[src/rtl/cavlc_bit_serializer_if.sv]
// rtl/cavlc_bit_serializer_if.sv - request/bitstream bundle between controller, serializer and bit FIFO
interface cavlc_bit_serializer_if #(
  parameter int MAX_LEN = 16,
  parameter int LEN_W   = 5
);
  logic               start;
  logic [MAX_LEN-1:0] data_in;
  logic [LEN_W-1:0]   len_in;
  logic               msb_first;
  logic               fifo_full;
  logic               fifo_push;
  logic               fifo_data;
  logic               busy;
  logic               done;

  modport master (
    output start, data_in, len_in, msb_first, fifo_full,
    input  fifo_push, fifo_data, busy, done
  );

  modport slave (
    input  start, data_in, len_in, msb_first, fifo_full,
    output fifo_push, fifo_data, busy, done
  );
endinterface

[src/rtl/cavlc_bit_serializer.sv]
// rtl/cavlc_bit_serializer.sv - serializes a right-aligned field one bit per cycle into a bit FIFO
// Optional FIFO back-pressure stalls are enabled by defining CAVLC_SER_BACKPRESSURE_EN.
module cavlc_bit_serializer #(
  parameter int MAX_LEN = 16,
  parameter int LEN_W   = 5
) (
  input logic                  clk,
  input logic                  rst,
  cavlc_bit_serializer_if.slave bus
);

  typedef enum logic [1:0] {
    IDLE  = 2'd0,
    SHIFT = 2'd1,
    DONE  = 2'd2
  } state_e;

  localparam logic [LEN_W-1:0] MAX_LEN_L = LEN_W'(MAX_LEN);

  state_e             state_q;
  logic [MAX_LEN-1:0] shift_q;
  logic [LEN_W-1:0]   count_q;
  logic               msb_q;
  logic               push_q;
  logic               data_q;
  logic               busy_q;
  logic               done_q;

  logic               stall;
  logic [LEN_W-1:0]   len_clamped;
  logic [MAX_LEN-1:0] load_val;
  logic               next_bit;

`ifdef CAVLC_SER_BACKPRESSURE_EN
  assign stall = bus.fifo_full;
`else
  logic unused_fifo_full;
  assign unused_fifo_full = bus.fifo_full;
  assign stall            = 1'b0;
`endif

  // MSB-first fields are left-aligned at load so both orders shift out of a fixed end.
  always_comb begin
    len_clamped = (bus.len_in > MAX_LEN_L) ? MAX_LEN_L : bus.len_in;
    load_val    = bus.msb_first ? (bus.data_in << (MAX_LEN_L - len_clamped)) : bus.data_in;
    next_bit    = msb_q ? shift_q[MAX_LEN-1] : shift_q[0];
  end

  always_ff @(posedge clk) begin
    if (rst) begin
      state_q <= IDLE;
      shift_q <= '0;
      count_q <= '0;
      msb_q   <= 1'b0;
      push_q  <= 1'b0;
      data_q  <= 1'b0;
      busy_q  <= 1'b0;
      done_q  <= 1'b0;
    end else begin
      case (state_q)
        IDLE: begin
          push_q <= 1'b0;
          data_q <= 1'b0;
          done_q <= 1'b0;
          if (bus.start) begin
            shift_q <= load_val;
            msb_q   <= bus.msb_first;
            count_q <= len_clamped;
            busy_q  <= 1'b1;
            state_q <= (len_clamped != '0) ? SHIFT : DONE;
          end
        end
        SHIFT: begin
          done_q <= 1'b0;
          if (stall) begin
            push_q <= 1'b0;
          end else begin
            push_q  <= 1'b1;
            data_q  <= next_bit;
            shift_q <= msb_q ? (shift_q << 1) : (shift_q >> 1);
            count_q <= count_q - LEN_W'(1);
            if (count_q == LEN_W'(1)) begin
              state_q <= DONE;
            end
          end
        end
        DONE: begin
          push_q  <= 1'b0;
          data_q  <= 1'b0;
          done_q  <= 1'b1;
          busy_q  <= 1'b0;
          state_q <= IDLE;
        end
        default: begin
          push_q  <= 1'b0;
          data_q  <= 1'b0;
          done_q  <= 1'b0;
          busy_q  <= 1'b0;
          state_q <= IDLE;
        end
      endcase
    end
  end

  assign bus.fifo_push = push_q;
  assign bus.fifo_data = data_q;
  assign bus.busy      = busy_q;
  assign bus.done      = done_q;

endmodule

[src/flat_wrapper.sv]
// flat-port wrapper written by rule: the top's interface ports become plain ports
module cavlc_bit_serializer_flat 
#(
  parameter int MAX_LEN = 16,
  parameter int LEN_W   = 5
)
  (clk, rst, bus_start, bus_data_in, bus_len_in, bus_msb_first, bus_fifo_full, bus_fifo_push, bus_fifo_data, bus_busy, bus_done);
  cavlc_bit_serializer_if #(.MAX_LEN(MAX_LEN), .LEN_W(LEN_W)) bus_i ();
  input logic clk;
  input logic rst;
  input wire logic [$bits(bus_i.start)-1:0] bus_start;
  input wire logic [$bits(bus_i.data_in)-1:0] bus_data_in;
  input wire logic [$bits(bus_i.len_in)-1:0] bus_len_in;
  input wire logic [$bits(bus_i.msb_first)-1:0] bus_msb_first;
  input wire logic [$bits(bus_i.fifo_full)-1:0] bus_fifo_full;
  output wire logic [$bits(bus_i.fifo_push)-1:0] bus_fifo_push;
  output wire logic [$bits(bus_i.fifo_data)-1:0] bus_fifo_data;
  output wire logic [$bits(bus_i.busy)-1:0] bus_busy;
  output wire logic [$bits(bus_i.done)-1:0] bus_done;
  assign bus_i.start = bus_start;
  assign bus_i.data_in = bus_data_in;
  assign bus_i.len_in = bus_len_in;
  assign bus_i.msb_first = bus_msb_first;
  assign bus_i.fifo_full = bus_fifo_full;
  assign bus_fifo_push = bus_i.fifo_push;
  assign bus_fifo_data = bus_i.fifo_data;
  assign bus_busy = bus_i.busy;
  assign bus_done = bus_i.done;
  cavlc_bit_serializer #(.MAX_LEN(MAX_LEN), .LEN_W(LEN_W)) u_core (.clk(clk), .rst(rst), .bus(bus_i));
endmodule
[config.mk]
export PLATFORM = sky130hd
export DESIGN_NAME = cavlc_bit_serializer_flat
export DESIGN_NICKNAME = d
export VERILOG_FILES = /design/src/rtl/cavlc_bit_serializer_if.sv /design/src/rtl/cavlc_bit_serializer.sv /design/src/flat_wrapper.sv
export SDC_FILE = /design/constraint.sdc
export NUM_CORES = 1
export LEC_CHECK = 0
export ABC_AREA = 1
export CAP_MARGIN = 20
export CORE_ASPECT_RATIO = 0.9
export CORE_MARGIN = 5
export CORE_UTILIZATION = 51
export CTS_BUF_LIST = sky130_fd_sc_hd__clkbuf_8 sky130_fd_sc_hd__clkbuf_16
export DETAILED_ROUTE_END_ITERATION = 8
export GPL_TIMING_DRIVEN = 0
export PLACE_DENSITY = 0.74
export SETUP_SLACK_MARGIN = 0.2
export SLEW_MARGIN = 20
export SYNTH_ARGS = -nofsm -noshare
export SYNTH_HDL_FRONTEND = slang
export SYNTH_SLANG_ARGS = --single-unit
export TNS_END_PERCENT = 10
[constraint.sdc]
create_clock -name clk -period 2.1 [get_ports clk]
set_input_delay 0.42 -clock clk [delete_from_list [all_inputs] [get_ports clk]]
set_output_delay 0.42 -clock clk [all_outputs]
set_load 0.05 [all_outputs]
==> impl_metrics.json <==
{
  "n_fill_cell": 405,
  "tightest_slew_ns": 0.522,
  "cts_tree": "done",
  "crit_family": "simple AND/OR/NAND/NOR gates",
  "ant_nets": 0,
  "crit_slowest_cell": "ha_4",
  "fin_crit_ns": 1.94,
  "synth_area_leaders": "dfxtp_1 (23%), nand2_1 (19%), nand3_1 (11%), a21oi_1 (8.9%), inv_1 (4.5%)",
  "r2r_cells": 8,
  "wl_per_cell_um": 14.8,
  "grt_pass1_wl_mm": 12.3,
  "port_buffers": 27,
  "use_met3": 0.0355,
  "r2r-end": "u_core.shift_q[13]",
  "worst_path_most_repeated_cell": "nand2_4",
  "busiest_layer": "met2",
  "final_cells": 515,
  "crit_arrival_ns": 2.15,
  "powerDensity_nw_per_um2": 599,
  "ys_types": 38,
  "worst_setup_path_start_kind": "primary input",
  "yosysTopAreaCell": "dfxtp_1",
  "vias": 2935,
  "dr.first_iter.drc_count": 206,
  "hold_viol_final": 0,
  "antenna_found_initial": 0,
  "hold_end": "u_core.bus.busy",
  "final.setup.tns_ns": 0,
  "area_delta_synth_final_pct": 30.7,
  "hold_depth": 2,
  "clk_latency_ns": 0.28,
  "core_um2": 4520,
  "max_stage_delay_ns": 0.28,
  "fin_nets": 484,
  "root_buffer": "clkbuf_8",
  "syn_nets": 435,
  "start_util": 0.536,
  "clk_pin_slew_ns": 0.10,
  "fin_skew_ns": 0.00417,
  "hold_path.class": "reg2reg",
  "ys_warn_count": 0,
  "min-delay-start": "u_core.bus.busy",
  "rrSetupSlack_ns": 0.38,
  "rsz0062_at_grt": "yes",
  "yosysSeqAreaShare": 0.231,
  "grt.total_usage": 0.256,
  "critPathKind": "in2reg",
  "hpwl_mm": 5.49,
  "slew-limit-headroom": 0.652,
  "status": "completed",
  "dr.pass1.iters": 5,
  "die_h_um": 75.4,
  "clk_path_buf_depth": 2,
  "worstPathMaxFanout": 7,
  "p_leak_uw": 0.00140,
  "use_met1": 0.351,
  "ios": 30,
  "place_congestion": 0.963,
  "fmax_ghz": 0.515,
  "synth_edf_count": 0,
  "grt_pass1_vias": 2645,
  "synthesis.instances": 405,
  "numCtsBuffers": 3,
  "ir_drop_mv": 0.376,
  "cap_violations": 0,
  "reg2reg_from": "u_core.state_q[0]",
  "setup_viol": 0,
  "syn_area_um2": 2420,
  "rows": 23,
  "drc": 0,
  "ys.flop_type": "dfxtp_1",
  "grt_overflow": 0,
  "placedCellCount": 494,
  "grt_max_degree": 16,
  "layout_common_cells": "nand2_1 (117), nand3_1 (48), a21oi_1 (39)",
  "holdBufCountCts": 0,
  "cts_htree_levels": 1,
  "grt_use_met2": 0.436,
  "crit_buf_inv": 4,
  "synth_top_cell_area_share": 0.231,
  "crit_chain": "buf_2, nor2_1, nand3_4, nand2_4, nand2_2, nand3_2, inv_1, ha_4, nand2_4, inv_4, nand2_8, buf_6, o22ai_2, nand2_1, a31oi_1",
  "syn_area_per_cell_um2": 5.98,
  "layout_commonest_cell": "nand2_1",
  "drt-total-wl_mm": 7.62,
  "fin_hold_ws_ns": 0.473,
  "async_reset_ff_frac": 0,
  "dieArea_um2": 6230,
  "required_ns": 2.31,
  "via_per_inst": 5.70,
  "die_x_um": 82.7,
  "cts.sinks": 28,
  "ys_seq_elements": 28,
  "n_antenna_cell": 0,
  "fin_crit_sh": 0.924,
  "drive_above_1_share": 0.219,
  "drv_slew": 0,
  "cp-end-kind": "register"
}
-- stage by stage --
stage / utilization / instance area (um2) / setup WS, ns / power [uW]
2_1_floorplan: - / 2510 / 0.166 / 1250
3_3_place_gp: 0.633 / 2860 / -0.945 / 1460
3_5_place_dp: 0.633 / 2860 / -0.949 / 1470
4_1_cts: 0.682 / 3080 / 0.184 / 1850
5_1_grt: 0.701 / 3170 / 0.0680 / 2030
6_report: 0.701 / 3170 / 0.159 / 1900
-- how the worst max path moves through the flow --
| stage | startpoint | end | slack [ns] | depth (start not counted) |
|---|---|---|---|---|
| after floorplan | bus_len_in[4] | u_core.shift_q[5] | 0.17 | 16 |
| after global placement | bus_len_in[4] | u_core.shift_q[9] | -0.95 | 17 |
| after detailed placement | bus_len_in[4] | u_core.shift_q[9] | -0.95 | 17 |
| after CTS | bus_len_in[4] | u_core.shift_q[9] | 0.18 | 17 |
| after global routing | bus_len_in[0] | u_core.shift_q[1] | 0.07 | 15 |
| final | bus_len_in[0] | u_core.shift_q[1] | 0.16 | 15 |
-- power by group --
part           switching [uW]  total [uW]  internal, uW
Sequential               61.2         676           615
Clock                     174         342           168
Combinational             539         878           339
Total                     775        1900          1120
-- synthesized netlist by cell type, types with 6 or more instances --
| cell | number |
|---|---|
| nand2_1 | 123 |
| nand3_1 | 54 |
| a21oi_1 | 43 |
| inv_1 | 29 |
| nor2_1 | 29 |
| dfxtp_1 | 28 |
| o21ai_0 | 16 |
| buf_2 | 8 |
| o211ai_1 | 8 |
| a21oi_2 | 7 |
| clkbuf_1 | 7 |
| a31oi_1 | 6 |
-- flip-flops by register name, summed over array words and instances (netlist names) --
register              flops
u_core.shift_q           16
u_core.count_q            5
u_core.state_q            2
u_core.bus.busy           1
u_core.bus.done           1
u_core.bus.fifo_data      1
u_core.bus.fifo_push      1
u_core.msb_q              1
-- layout make-up --
class | instances | area, um2 | area share
Timing Repair inverter | 1 | 6.26 | 0.00197
Multi-Input combinational cell | 320 | 1750 | 0.553
Buffer | 22 | 159 | 0.0502
Inverter | 35 | 160 | 0.0506
Clock buffer | 4 | 55.1 | 0.0174
Timing Repair Buffer | 43 | 398 | 0.126
Tap cell | 62 | 77.6 | 0.0245
Sequential cell | 28 | 561 | 0.177
-- layer usage --
layer  vias to the layer above  wire (um)
li1                       1453          -
met1                      1351       3500
met2                       109       3530
met3                        22        421
met4                         0        174
met5                         -          0
-- cells by family after synthesis --
| family | Yosys count | share of synthesized area |
|---|---|---|
| buffers and inverters | 57 | 0.115 |
| adders and majority gates | 4 | 0.0207 |
| DFF | 28 | 0.231 |
| and+or+nand+nor | 225 | 0.412 |
| AOI/OAI and AO/OA | 91 | 0.221 |
-- tightest hold or removal path, delay by kind of cell, from the launching register on --
family | cells | cell delay [ns]
AO/OA/AOI/OAI | 1 | 0.06
flip-flops | 1 | 0.34
AND/OR/NAND/NOR | 1 | 0.05
-- what timing repair did --
action	CTS	global route
setup buffers	14	2
pin swaps	6	5
setup endpoints to repair	19	17
gates cloned	1	0
resized for setup	35	18
Power figures use the tool's default switching activity.
